--- config.mk ---
export PLATFORM = sky130hd
export DESIGN_NAME = rx_frame_buffer
export DESIGN_NICKNAME = d
export VERILOG_FILES = /design/src/rtl/rx_frame_buffer.sv
export SDC_FILE = /design/constraint.sdc
export NUM_CORES = 1
export LEC_CHECK = 0
export CAP_MARGIN = 0
export CELL_PAD_IN_SITES_DETAIL_PLACEMENT = 1
export CELL_PAD_IN_SITES_GLOBAL_PLACEMENT = 1
export CORE_ASPECT_RATIO = 0.7
export CORE_MARGIN = 1
export CORE_UTILIZATION = 35
export CTS_CLUSTER_SIZE = 10
export DETAILED_ROUTE_END_ITERATION = 6
export PLACE_DENSITY = 0.56
export SYNTH_ARGS = -nofsm -noshare
export SYNTH_HDL_FRONTEND = slang
export SYNTH_SLANG_ARGS = --single-unit
--- constraint.sdc ---
create_clock -name clk -period 4.1 [get_ports clk]
set_clock_uncertainty 0.15 [all_clocks]
set_input_delay 0.41 -clock clk [delete_from_list [all_inputs] [get_ports clk]]
set_output_delay 0.41 -clock clk [all_outputs]
set_load 0.01 [all_outputs]
--- src/rtl/rx_frame_buffer.sv ---
// rx_frame_buffer: buffers rx_dv-delimited frames, releases only whole good frames on valid/ready.
// Optional CHECKSUM_EN appends an XOR checksum entry after each frame's data bytes.
module rx_frame_buffer #(
  parameter int DEPTH   = 64,
  parameter int MAX_LEN = 32
) (
  input  logic        clk,
  input  logic        rst,
  input  logic [7:0]  rxd,
  input  logic        rx_dv,
  output logic [7:0]  out_data,
  output logic        out_last,
  output logic        out_valid,
  input  logic        out_ready,
  output logic        drop_pulse,
  output logic [15:0] frame_cnt
);
  localparam int AW = $clog2(DEPTH);
  localparam int LW = $clog2(MAX_LEN + 1);
`ifdef CHECKSUM_EN
  typedef enum logic [1:0] {SYNC, IDLE, RECV, CKSUM} state_t;
`else
  typedef enum logic [1:0] {SYNC, IDLE, RECV} state_t;
`endif
  state_t state_q, state_d;
  logic [8:0] mem_q [DEPTH];
  logic [AW:0] wr_q, wr_d, cm_q, cm_d, rd_q, rd_d;
  logic [7:0] hold_q, hold_d, cs_q, cs_d;
  logic [LW-1:0] len_q, len_d;
  logic bad_q, bad_d, drop_q, drop_d;
  logic [15:0] cnt_q, cnt_d;
  logic we, full, rd_en;
  logic [8:0] wdata;
  assign full = (wr_q[AW] != rd_q[AW]) && (wr_q[AW-1:0] == rd_q[AW-1:0]);
  // Only committed entries are visible, so a frame in progress never leaks out.
  assign out_valid = rd_q != cm_q;
  assign {out_last, out_data} = out_valid ? mem_q[rd_q[AW-1:0]] : 9'd0;
  assign rd_en = out_valid && out_ready;
  assign drop_pulse = drop_q;
  assign frame_cnt = cnt_q;
  always_comb begin
    state_d = state_q;
    wr_d = wr_q;
    cm_d = cm_q;
    rd_d = rd_en ? rd_q + 1'b1 : rd_q;
    hold_d = hold_q;
    cs_d = cs_q;
    len_d = len_q;
    bad_d = bad_q;
    drop_d = 1'b0;
    cnt_d = cnt_q;
    we = 1'b0;
    wdata = {1'b0, hold_q};
    case (state_q)
      SYNC: state_d = rx_dv ? SYNC : IDLE;
      IDLE: if (rx_dv) begin
        state_d = RECV;
        hold_d = rxd;
        cs_d = rxd;
        len_d = LW'(1);
        bad_d = 1'b0;
      end
      RECV: if (rx_dv) begin
        hold_d = rxd;
        cs_d = cs_q ^ rxd;
        if (!bad_q) begin
          if (len_q == LW'(MAX_LEN) || full) bad_d = 1'b1;
          else begin
            we = 1'b1;
            len_d = len_q + 1'b1;
          end
        end
      end else begin
        state_d = IDLE;
        if (bad_q || full) begin
          wr_d = cm_q;
          drop_d = 1'b1;
        end else begin
          we = 1'b1;
`ifdef CHECKSUM_EN
          state_d = CKSUM;
`else
          wdata = {1'b1, hold_q};
          cm_d = wr_q + 1'b1;
          cnt_d = cnt_q + 1'b1;
`endif
        end
      end
`ifdef CHECKSUM_EN
      CKSUM: begin
        state_d = rx_dv ? RECV : IDLE;
        if (full) begin
          wr_d = cm_q;
          drop_d = 1'b1;
        end else begin
          we = 1'b1;
          wdata = {1'b1, cs_q};
          cm_d = wr_q + 1'b1;
          cnt_d = cnt_q + 1'b1;
        end
        if (rx_dv) begin
          hold_d = rxd;
          cs_d = rxd;
          len_d = LW'(1);
          bad_d = 1'b0;
        end
      end
`endif
      default: state_d = SYNC;
    endcase
    wr_d = we ? wr_q + 1'b1 : wr_d;
  end
  always_ff @(posedge clk) begin
    if (rst) begin
      state_q <= SYNC;
      wr_q <= '0;
      cm_q <= '0;
      rd_q <= '0;
      hold_q <= '0;
      cs_q <= '0;
      len_q <= '0;
      bad_q <= 1'b0;
      drop_q <= 1'b0;
      cnt_q <= '0;
    end else begin
      state_q <= state_d;
      wr_q <= wr_d;
      cm_q <= cm_d;
      rd_q <= rd_d;
      hold_q <= hold_d;
      cs_q <= cs_d;
      len_q <= len_d;
      bad_q <= bad_d;
      drop_q <= drop_d;
      cnt_q <= cnt_d;
    end
  end
  always_ff @(posedge clk) begin
    if (we) mem_q[wr_q[AW-1:0]] <= wdata;
  end
endmodule
# --- After elaboration in Yosys (flattened, before gate mapping) ---
# Memories as Yosys holds them, arrays and structs flattened. A register that Yosys moved wholly into a read port is not among the register bits.
# Cells that the tools add are included.
op_classes:
  addsub: 4
  mul: 0
  n_div: 0
  order_cmp: 0
  n_eq_ne: 12
  n_shift: 0
  n_mux: 32
  n_bitwise: 3
  reduce_logical: 16
op_table:
  columns: ["op", "n"]
  rows:
  - ["6-bit two-way mux", 6]
  - ["9-bit two-way mux", 4]
  - ["7-bit two-way mux", 4]
  - ["16-bit by 1-bit adder with 16-bit output (second input constant)", 1]
  - ["7-bit by 1-bit adder with 7-bit output (second input constant)", 2]
  - ["1-bit two-way mux", 13]
  - ["6-bit case mux with 2 select lines", 1]
  - ["2-bit inequality test (second input constant)", 5]
  - ["3-bit AND reduction", 3]
  - ["7-bit inequality test", 1]
  - ["6-bit by 1-bit adder with 6-bit output (second input constant)", 1]
  - ["6-bit equality test", 1]
  - ["6-bit equality test (second input constant)", 1]
  - ["2-bit case mux with 3 select lines", 1]
  - ["2-bit nonzero test", 3]
  - ["5-bit AND reduction", 1]
  - ["2-bit two-way mux", 2]
  - ["2-bit AND reduction", 2]
  - ["1-bit NOT", 3]
  - ["3-bit OR reduction", 1]
  - ["2-bit by 1-bit equality test with 1-bit output (second input constant)", 1]
  - ["2-bit equality test (second input constant)", 1]
  - ["1-bit logical AND", 2]
  - ["2-bit logical NOT", 1]
  - ["other kinds (5)", 6]
totals:
  regBits: 55
  latchBits: 0
  ramBits: 576
  romBits: 0
  output_inout_bits: 27
  word_cells: 77
  n_memories: 1
mem_list:
  columns: ["memory", "depth", "width", "rd", "rd_ports_with_merged_regs", "write_ports", "line_no", "text"]
  rows:
  - ["mem_q", 64, 9, 1, 1, 1, "26", "logic [8:0] mem_q [DEPTH];"]

# --- Logic depth before layout (Yosys ltp) ---
# Gate-level depths: netlist (run 1).
depth:
  ltp_word: 9
  depth_mapped: 10
  ltp_nobuf: 9

# --- Least setup slack after synthesis (run 1) ---
# No wires, ideal clock.
synth_path:
  path_type: "reg2reg"
  from: "register state_q[0]"
  to: "memory mem_q[0][8], data pin"
  setup_ns: 0.444
  arrival_ns: 2.497
  required_ns: 3.506
  setup_slack_ns: 1.009
  path_stages_with_launch: 9
  n_path_buf: 2
  synth_period_minus_slack_ns: 3.091
  cell_sequence: "dfxtp_1 -> inv_1 -> ha_1 -> clkbuf_1 -> nand2b_1 -> nor2_1 -> o21ai_2 -> inv_2 -> buf_1"
synth_between:
  elab_chain_len: 2
synth_rtl:
  columns: ["element", "line_no", "text"]
  rows:
  - ["from (decl)", "25", "state_t state_q, state_d;"]
  - ["from (signal assigned)", "126", "state_q <= state_d;"]
  - ["2-bit equality test", "54", "case (state_q)"]
  - ["9-bit two-way mux", "54", null]
  - ["net wdata[8]", "33", "logic [8:0] wdata;"]
  - ["to (decl)", "26", null]
# The timed path passes the listed nets, and every way through them passes these cells.

==> key figures, run 1 <==
Outcome
  – Status: completed

Floorplanning
  – Core ar.: 70300 um2
  – Chip width: around 320 um
  – I/O pin cnt: 39
  – Die ar.: just over 70000 um2
  – Initial Utilization: 0.357
  – Die extent in y: around 230 um
  – Core Rows: about 80

GRT
  – Total gr overflow: 0
  – Antenna violations before repair: 3
  – Vias in the first global route: ~14000
  – Pin count of the biggest net entering global routing: 66
  – GRT Total Usage: 0.193
  – First-pass GRT wire length: roughly 100000 um

Min path
  – Hold Crit Class: in -> reg

Worst setup path
  – Crit Path Class: reg -> out
  – Worst EP arrival: about 3.5 ns
  – CP max stage delay: 0.52 ns
  – Worst Path Buf+Inv: 4
  – Critical Path RT: between 3 and 4 ns
  – CP Launch Type: flip-flop
  – Worst Setup End Kind: output pin
  – Slowest CP cell: clkdlybuf4s50_1
  – CP Cell Sequence: buf_12 -> buf_12 -> mux4_2 -> mux2i_1 -> a211oi_1 -> o21ai_2 -> buf_4 -> o21ai_0 -> clkdlybuf4s50_1
  – Worst path most repeated cell: buf_12
  – Max FO, Critical Path: 5
  – Cell family with most CP delay: buffers and inverters

Cells and area
  – Fillers: just under 7000
  – Layout Utilization: 0.421
  – # diodes: 0
  – Layout area overhead: 18.0%
  – Nets: roughly 1500
  – Proportion of layout cells with a drive suffix above 1: 0.244
  – Fin area: 29600 um2

Yosys
  – Mean Syn Cell Area: 18.4 um2
  – Synthesized instance count: roughly 1400
  – Top cell type's share of synthesized area: 0.690
  – Area leader, netlist: edfxtp_1
  – Netlist cell types: 50
  – Post-synth ARST share: 0
  – Register area share after synthesis: 0.738
  – Post-synth design cell area: roughly 25000 um2
  – Ranking of synthesized cells by area: edfxtp_1 69%, mux4_2 13%, dfxtp_1 4.9%
  – Top FF cell, synth: edfxtp_1
  – EDFF count, synth: around 580
  – Synthesized net count: approximately 1400
  – Yosys warning total: 0
  – FF+latch count, synth: ~640

STA
  – Fin. max-slew vios: 0
  – Final Hold Fails: 0
  – Measured slew at the worst slew-check pin: around 1 ns
  – Fmax: 249 MHz
  – Final min period: 4.02 ns
  – Slew headroom: 0.333
  – Final Cycle Share: 0.980
  – Worst hold margin: between 0.2 and 0.25 ns
  – Setup TNS: 0 ns
  – Setup-failing EPs final: 0
  – RSZ-0062 raised after global routing: no

Drt
  – DR WL/cell: 27.4 um
  – First-pass iteration count of the detailed router: 5
  – Final ANT Viol Nets: 0
  – Detailed Route Iter0 Violations: about 1400
  – DRC violations left: 0
  – Via Count: around 14000
  – Vias per cell: ~5.4
  – DRT Wirelength: ~69000 um

CTS
  – Clock Latency Late Sink: just over 0.6 ns
  – CTS Sinks: ~640
  – Clock buffer depth: 3
  – Inserted Clock Buffers: 75
  – CTS Hold Bufs: 0
  – CTS tree: yes
  – # H-tree levels: 3
  – CTS root buffer: clkbuf_16
  – Reg clk slew, reported paths: ~0.050 ns

Power and ir drop
  – P_leak: approximately 9.5 nW
  – PD cells: between 500 and 600 nW/um2
  – Peak supply drop: about 0.00034 V
  – Total Power Consumption: 15.0 mW

Placed design
  – GPL Wtd Cong: ~0.84
  – I/O Buffers: 38
  – Final HPWL DP: roughly 45000 um
  – Post-DP Area: between 20000 and 30000 um2

Run
  – Max-cap violations: 0
-- cells in the final DEF (no fill, tap or decap), types with 6 or more instances in the layout --
cell type,instances
dfxtp_2,8
ha_1,9
mux2i_1,28
a22oi_1,10
a31oi_1,8
o21ai_0,24
or3_1,13
a21oi_1,33
clkbuf_16,78
clkbuf_1,22
inv_1,13
a211oi_1,12
nand2_1,51
o22ai_1,21
clkdlybuf4s50_1,35
mux4_2,140
buf_4,109
and3_1,7
o221ai_1,7
xor2_1,24
mux2_2,6
nand3b_1,7
nand4_1,17
edfxtp_1,576
nor2b_1,10
nand3_1,34
dfxtp_1,50
nor2_1,103
nor3_1,9
a22o_1,8
xnor2_1,9
-- state kept, by name, summed over array words and instances, names as in the netlist, named ones only --
name        flops
cm_q            7
bad_q           1
hold_q          8
drop_pulse      1
frame_cnt      16
wr_q            7
mem_q         576
state_q         2
len_q           6
rd_q            7
-- cells by family after synthesis --
logic type	count (synthesis)	synth area share
AND/OR/NAND/NOR	274	0.0516
buffers and inverters	86	0.0147
multiplexers	175	0.140
adder cells (fa/ha/maj)	9	0.00449
flip-flops	637	0.738
XOR/XNOR	33	0.0115
AO/OA/AOI/OAI	149	0.0394
-- through the flow --
step	worst slack [ns]	std cells
floorplan	1.01	1363
global placement	0.314	2400
detailed placement	0.384	2400
CTS	0.00173	2514
global route	0.00131	2514
finish	0.0836	2514
-- what timing repair did --
item,4_1_cts,5_1_grt
setup endpoints to repair,9,4
cloned,1,0
pin swaps,1,2
gates resized for setup,11,7
buffers inserted,4,0
-- report_power, final --
part	switching [mW]	internal, mW	total, mW
logic	0.927	0.743	1.67
clock network	2.52	3.52	6.04
registers	0.102	7.19	7.30
total	3.55	11.5	15.0
-- final cells by class --
cell class / count / area (um2) / area share
Clock inverter: 8 / 103 / 0.00347
Inverter: 14 / 52.6 / 0.00177
Clock buffer: 101 / 2050 / 0.0692
Multi-Input combinational cell: 640 / 6220 / 0.210
Timing Repair Buffer: 160 / 1450 / 0.0489
Sequential cell: 637 / 18500 / 0.626
Tap cell: 954 / 1190 / 0.0403
-- path summary, 6_finish.rpt --
kind	start	endpoint	slack [ns]	cells past startpoint
max	flip-flop	out_last	0.08	9
min	rxd[2]	hold_q[2]$_SDFFE_PP0P_	0.21	3
max reg2reg	wr_q[5]$_SDFFE_PP0P_	mem_q[42][8]$_DFFE_PP_	0.69	7
min reg2reg	hold_q[7]$_SDFFE_PP0P_	hold_q[7]$_SDFFE_PP0P_	0.31	2
-- tightest hold or removal path, stage by stage --
cell,delay (ns)
clkdlybuf4s50_1,0.40
nand3_1,0.08
a21oi_1,0.06
-- metal layers --
metal / vias to the layer above / wire length, um / track usage
met5: - / 0 / 0
met4: 0 / 1200 / 0.0467
met3: 94 / 4330 / 0.0353
met1: 7337 / 33600 / 0.300
met2: 393 / 29800 / 0.276
li1: 5852 / - / -
-- cells in the mapped netlist (all sizes together), types with 10 or more instances --
library cell	count
a21oi	35
or3	13
buf	44
a22oi	10
mux2i	29
o21ai	27
mux4	140
nand4	17
nor2b	10
dfxtp	61
edfxtp	576
xor2	24
a211oi	12
nand2	52
inv	14
clkbuf	28
nand3	34
nor2	103
o22ai	21
(Power assumes the default switching activity.)
==> run 2: changes to the inputs <==
==> constraint.sdc (replaced) <==
create_clock -name clk -period 5.1 [get_ports clk]
set_clock_uncertainty 0.15 [all_clocks]
set_input_delay 0.51 -clock clk [delete_from_list [all_inputs] [get_ports clk]]
set_output_delay 0.51 -clock clk [all_outputs]
set_load 0.01 [all_outputs]
==> run 2 against run 1 <==
Worst hold slack better by 0.086 ns. Via count down 0.85%. Critical path depth down 2. Cell area down 1.7%. Critical path type unchanged. Critical endpoint is now out_data[4]. Largest cell class unchanged.
==> key figures, run 2 (same netlist as run 1, synthesis figures left out) <==
Worst setup path
  – Worst EP arrival: about 4.3 ns
  – Max FO, Critical Path: 12
  – CP Cell Sequence: inv_1 -> nor2_1 -> buf_4 -> a221oi_1 -> o21ai_0 -> a22o_1 -> clkdlybuf4s50_1
  – Worst Setup End Kind: output pin
  – Slowest CP cell: dfxtp_1
  – CP max stage delay: 0.84 ns
  – Worst Path Buf+Inv: 3
  – Reg2Reg Depth: 6
  – RR Startpoint: wr_q[0]$_SDFFE_PP0P_
  – Critical Path RT: 4.44 ns
  – CP Depth: 7
  – CP Launch Type: flip-flop
  – Cell family with most CP delay: buffers and inverters
  – RR Endpoint: mem_q[2][3]$_DFFE_PP_
  – Reg-to-reg slack, setup: roughly 1.4 ns
  – Crit Path Class: reg -> out
  – Critical path capture point: out_data[4]

Min path
  – Hold Crit Class: in -> reg

STA
  – Fmax: just over 200 MHz
  – Final min period: 4.96 ns
  – RSZ-0062 raised after global routing: no
  – Fin. max-slew vios: 0
  – Measured slew at the worst slew-check pin: between 1 and 1.5 ns
  – Final Hold Fails: 0
  – Final Cycle Share: 0.972
  – Setup-failing EPs final: 0
  – Worst hold margin: 0.300 ns
  – Slew headroom: 0.263
  – Setup TNS: 0 ns

Cells and area
  – Post-Layout Cell Count: around 2500
  – Nets: 1509
  – Most frequent cells in the layout: 576 x edfxtp_1, 140 x mux4_2, 103 x nor2_1
  – # diodes: 0
  – Layout area overhead: 16.0%
  – Most common cell after layout, fill and taps aside: edfxtp_1
  – Proportion of layout cells with a drive suffix above 1: 0.221
  – Layout Utilization: 0.414
  – Max reg flops: between 500 and 600

Power and ir drop
  – PD cells: 408 nW/um2
  – P_leak: just over 9 nW
  – Peak supply drop: about 0.00023 V

Drt
  – Detailed Route Iter0 Violations: 1540
  – DRC violations left: 0
  – DRT Wirelength: ~70000 um
  – Vias per cell: 5.49
  – Via Count: between 10000 and 15000
  – Final ANT Viol Nets: 0
  – First-pass iteration count of the detailed router: 5
  – DR WL/cell: 28.4 um

GRT
  – Pin count of the biggest net entering global routing: between 80 and 90
  – GRT Total Usage: 0.198
  – Total gr overflow: 0
  – Antenna violations before repair: 1
  – First-pass GRT wire length: 102000 um
  – Vias in the first global route: roughly 14000

CTS
  – # H-tree levels: 3
  – Inserted Clock Buffers: between 70 and 80
  – Reg clk slew, reported paths: about 0.06 ns
  – CTS root buffer: clkbuf_16
  – Post-CTS resize count: 0
  – CTS Hold Bufs: 0
  – CTS tree: yes
  – Post-CTS Setup Bufs: 0
  – CTS Sinks: ~640
  – Clock Latency Late Sink: slightly above 0.6 ns
  – Clock buffer depth: 3

Placed design
  – GPL Wtd Cong: roughly 0.8
  – I/O Buffers: 38
  – Placed Cells: ~2400
  – Final HPWL DP: 44500 um

Floorplanning
  – Die ar.: ~73000 um2
  – Chip width: around 320 um
  – Core ar.: 70300 um2
  – Initial Utilization: 0.357
  – I/O pin cnt: 39
  – Core Rows: 81
  – Die extent in y: about 230 um

Run
  – Max-cap violations: 0

Outcome
  – Status: completed
run 2: cell count changes in the layout (fill, tap and decap cells not counted), sizes merged, moves of 2 or more:
cell           previous run  this run
inv                      16        18
clkinv                    5         3
clkdlybuf4s50            35        37
clkbuf                  101        98
buf                     122        84
run 2: worst min path at each step:
stage / startpoint / end / slack, ns / cells after the start
global route: rxd[5] / hold_q[5]$_SDFFE_PP0P_ / 0.32 / 3
finish: rxd[5] / hold_q[5]$_SDFFE_PP0P_ / 0.30 / 3
CTS: rxd[5] / hold_q[5]$_SDFFE_PP0P_ / 0.28 / 3
floorplan: len_q[5]$_SDFFE_PP0P_ / len_q[5]$_SDFFE_PP0P_ / 0.31 / 2
global placement: hold_q[1]$_SDFFE_PP0P_ / hold_q[1]$_SDFFE_PP0P_ / 0.30 / 2
detailed placement: hold_q[4]$_SDFFE_PP0P_ / hold_q[4]$_SDFFE_PP0P_ / 0.32 / 2
run 2: area by class of cell:
class,count,area [um2]
fill,6828,41200
sequential,637,18500
multi-input combinational,640,6200
clock buffer,98,2010
tap,954,1190
timing repair buffer,121,1040
clock inverter,7,73.8
inverter,14,52.6
run 2: per-stage QoR:
step / power, mW / area (um2) / worst slack [ns]
after global routing: 12.2 / 29100 / 0.121
after floorplan: 6.72 / 25100 / 2.01
after global placement: 7.19 / 27000 / 0.895
final: 11.9 / 29100 / 0.143
after detailed placement: 7.21 / 27000 / 0.934
after CTS: 12.0 / 29100 / 0.258
run 2: power by group:
part	leakage (nW)	internal, mW	switching (mW)	total [mW]
sequential	5.94	5.78	0.0515	5.84
combinational	2.24	0.512	0.737	1.25
clock	1.02	2.74	2.04	4.78
total	9.19	9.04	2.83	11.9
run 2: layer usage:
layer | wire length (um) | part of all wire | up-vias | track usage
li1 | - | - | 5751 | -
met1 | 34700 | 0.49 | 7329 | 0.309
met2 | 29500 | 0.42 | 401 | 0.276
met3 | 4950 | 0.071 | 79 | 0.0481
met4 | 958 | 0.014 | 0 | 0.0379
met5 | 0 | 0 | - | 0
run 2: worst register-to-register path: stages (launching register included):
cell and delay [ns]:
dfxtp_1 0.63, xnor2_1 0.17, and4_1 0.23, a21oi_4 0.28, nand3_1 0.25, or4_1 0.76, nor2_1 0.87
==> run 3: changes to the inputs <==
--- a/config.mk
+++ b/config.mk
@@ -14,6 +14,7 @@
 export CTS_CLUSTER_SIZE = 10
 export DETAILED_ROUTE_END_ITERATION = 6
 export PLACE_DENSITY = 0.56
+export SLEW_MARGIN = 20
 export SYNTH_ARGS = -nofsm -noshare
 export SYNTH_HDL_FRONTEND = slang
 export SYNTH_SLANG_ARGS = --single-unit
==> run 3 against run 2 <==
Cell count did not move. Largest power group unchanged. Non-clock buffer count did not move. Clock power barely moved. Setup slack improved by 0.0048 ns. Critical path type unchanged. Global-route usage did not move. Flip-flop and latch count did not move.
==> key figures, run 3 (same netlist as run 1, synthesis figures left out) <==
Outcome
  – Status: completed

Worst setup path
  – CP max stage delay: around 0.83 ns
  – CP Launch Type: flip-flop
  – Slowest CP cell: dfxtp_1
  – CP Cell Sequence: inv_1 -> nor2_1 -> buf_4 -> a221oi_1 -> o21ai_0 -> a22o_1 -> clkdlybuf4s50_1
  – Worst Setup End Kind: output pin
  – RR Startpoint: wr_q[0]$_SDFFE_PP0P_
  – Critical Path RT: around 4.4 ns
  – Worst Path Buf+Inv: 3
  – Crit Path Class: reg -> out
  – Cell family with most CP delay: buffers and inverters
  – Worst EP arrival: approximately 4.3 ns
  – Max FO, Critical Path: 12

Floorplanning
  – Core ar.: about 70000 um2
  – Core Rows: 81
  – Initial Utilization: 0.357
  – Die ar.: 72800 um2
  – I/O pin cnt: 39
  – Die extent in y: 226 um
  – Chip width: between 300 and 400 um

Cells and area
  – Most common cell after layout, fill and taps aside: edfxtp_1
  – Layout area overhead: 16.0%
  – Most frequent cells in the layout: 576 x edfxtp_1, 140 x mux4_2, 103 x nor2_1
  – Proportion of layout cells with a drive suffix above 1: 0.221
  – Fillers: 6826
  – Layout Utilization: 0.414
  – Max reg flops: approximately 580
  – Nets: roughly 1500
  – # diodes: 0

GRT
  – Vias in the first global route: approximately 14000
  – First-pass GRT wire length: approximately 100000 um
  – Pin count of the biggest net entering global routing: 84
  – Total gr overflow: 0
  – Antenna violations before repair: 1
  – GRT Total Usage: 0.198

STA
  – Fin. max-slew vios: 0
  – RSZ-0062 raised after global routing: no
  – Post-route setup slack: ~0.15 ns
  – Measured slew at the worst slew-check pin: approximately 1.1 ns
  – Setup TNS: 0 ns
  – Setup-failing EPs final: 0
  – Fmax: between 200 and 250 MHz
  – Slew headroom: 0.263
  – Final Hold Fails: 0
  – Final Cycle Share: 0.971
  – Final min period: around 5.0 ns

CTS
  – CTS root buffer: clkbuf_16
  – Clock Latency Late Sink: about 0.62 ns
  – CTS Hold Bufs: 0
  – Post-CTS resize count: 0
  – Reg clk slew, reported paths: roughly 0.06 ns
  – CTS tree: yes
  – Clock buffer depth: 3
  – Post-CTS Setup Bufs: 0
  – # H-tree levels: 3
  – CTS Sinks: 637
  – Inserted Clock Buffers: between 70 and 80

Power and ir drop
  – Sequential share of power: 0.492
  – PD cells: roughly 400 nW/um2
  – Peak supply drop: ~0.00023 V
  – Clock share of power: 0.403
  – Internal power: 9.04 mW
  – Combinational share of power: 0.105
  – P_leak: a little over 9 nW
  – Net Sw Power: about 2.8 mW
  – Sw Share: 0.238

Min path
  – Hold Crit Start: rst
  – Hold Crit Class: in -> reg

Placed design
  – Final HPWL DP: 44500 um
  – Pre-CTS WS: approximately 0.93 ns
  – I/O Buffers: 38
  – GPL Wtd Cong: roughly 0.78

Drt
  – Vias per cell: about 5.5
  – First-pass iteration count of the detailed router: 5
  – Detailed Route Iter0 Violations: 1534
  – Final ANT Viol Nets: 0
  – Via Count: around 14000
  – DR WL/cell: ~28 um
  – DRC violations left: 0
  – DRT Wirelength: 70100 um

Run
  – Max-cap violations: 0
run 3: layout make-up:
class	count	area [um2]	share of cell area
Sequential cell	637	18500	0.637
Multi-Input combinational cell	640	6200	0.213
Clock buffer	98	2010	0.0692
Tap cell	954	1190	0.0410
Timing Repair Buffer	121	1040	0.0357
Clock inverter	7	73.8	0.00254
Inverter	14	52.6	0.00181
run 3: metrics by stage:
stage	area [um2]	power [mW]	hold slack, ns	instances
6_report	29100	11.9	0.246	2471
5_1_grt	29100	12.2	0.267	2471
4_1_cts	29100	12.0	0.277	2471
3_5_place_dp	27000	7.21	0.317	2366
3_3_place_gp	27000	7.19	0.299	2366
2_1_floorplan	25100	6.72	0.306	1363
run 3: power by group through the flow:
stage          clock, mW  sequential (mW)  combinational [mW]
6_report            4.78             5.84                1.25
5_1_grt             5.07             5.84                1.34
4_1_cts             4.88             5.84                1.27
3_5_place_dp           0             5.94                1.27
3_3_place_gp           0             5.94                1.25
2_1_floorplan          0             5.97               0.752
run 3: worst paths after layout:
check                      endpoint  slack [ns]  depth (start not counted)
max                     out_data[4]        0.15                          7
min            cm_q[0]$_SDFFE_PP0P_        0.25                          2
max reg2reg   mem_q[2][3]$_DFFE_PP_        1.37                          6
min reg2reg  hold_q[4]$_SDFFE_PP0P_        0.32                          2
run 3: worst reg2reg max path: cells and delay by family, from the launching register on:
family	cells	cell delay [ns]
DFF	1	0.63
xor gates and xnor gates	1	0.17
and+or+nand+nor	4	2.11
AOI/OAI and AO/OA	1	0.28
run 3: per-layer routing:
metal  GRT usage  vias to the layer above  share of wire
li1            -                     5750              -
met1       0.309                     7319           0.49
met2       0.276                      402           0.42
met3      0.0481                       79          0.071
met4      0.0379                        0          0.014
met5           0                        -              0
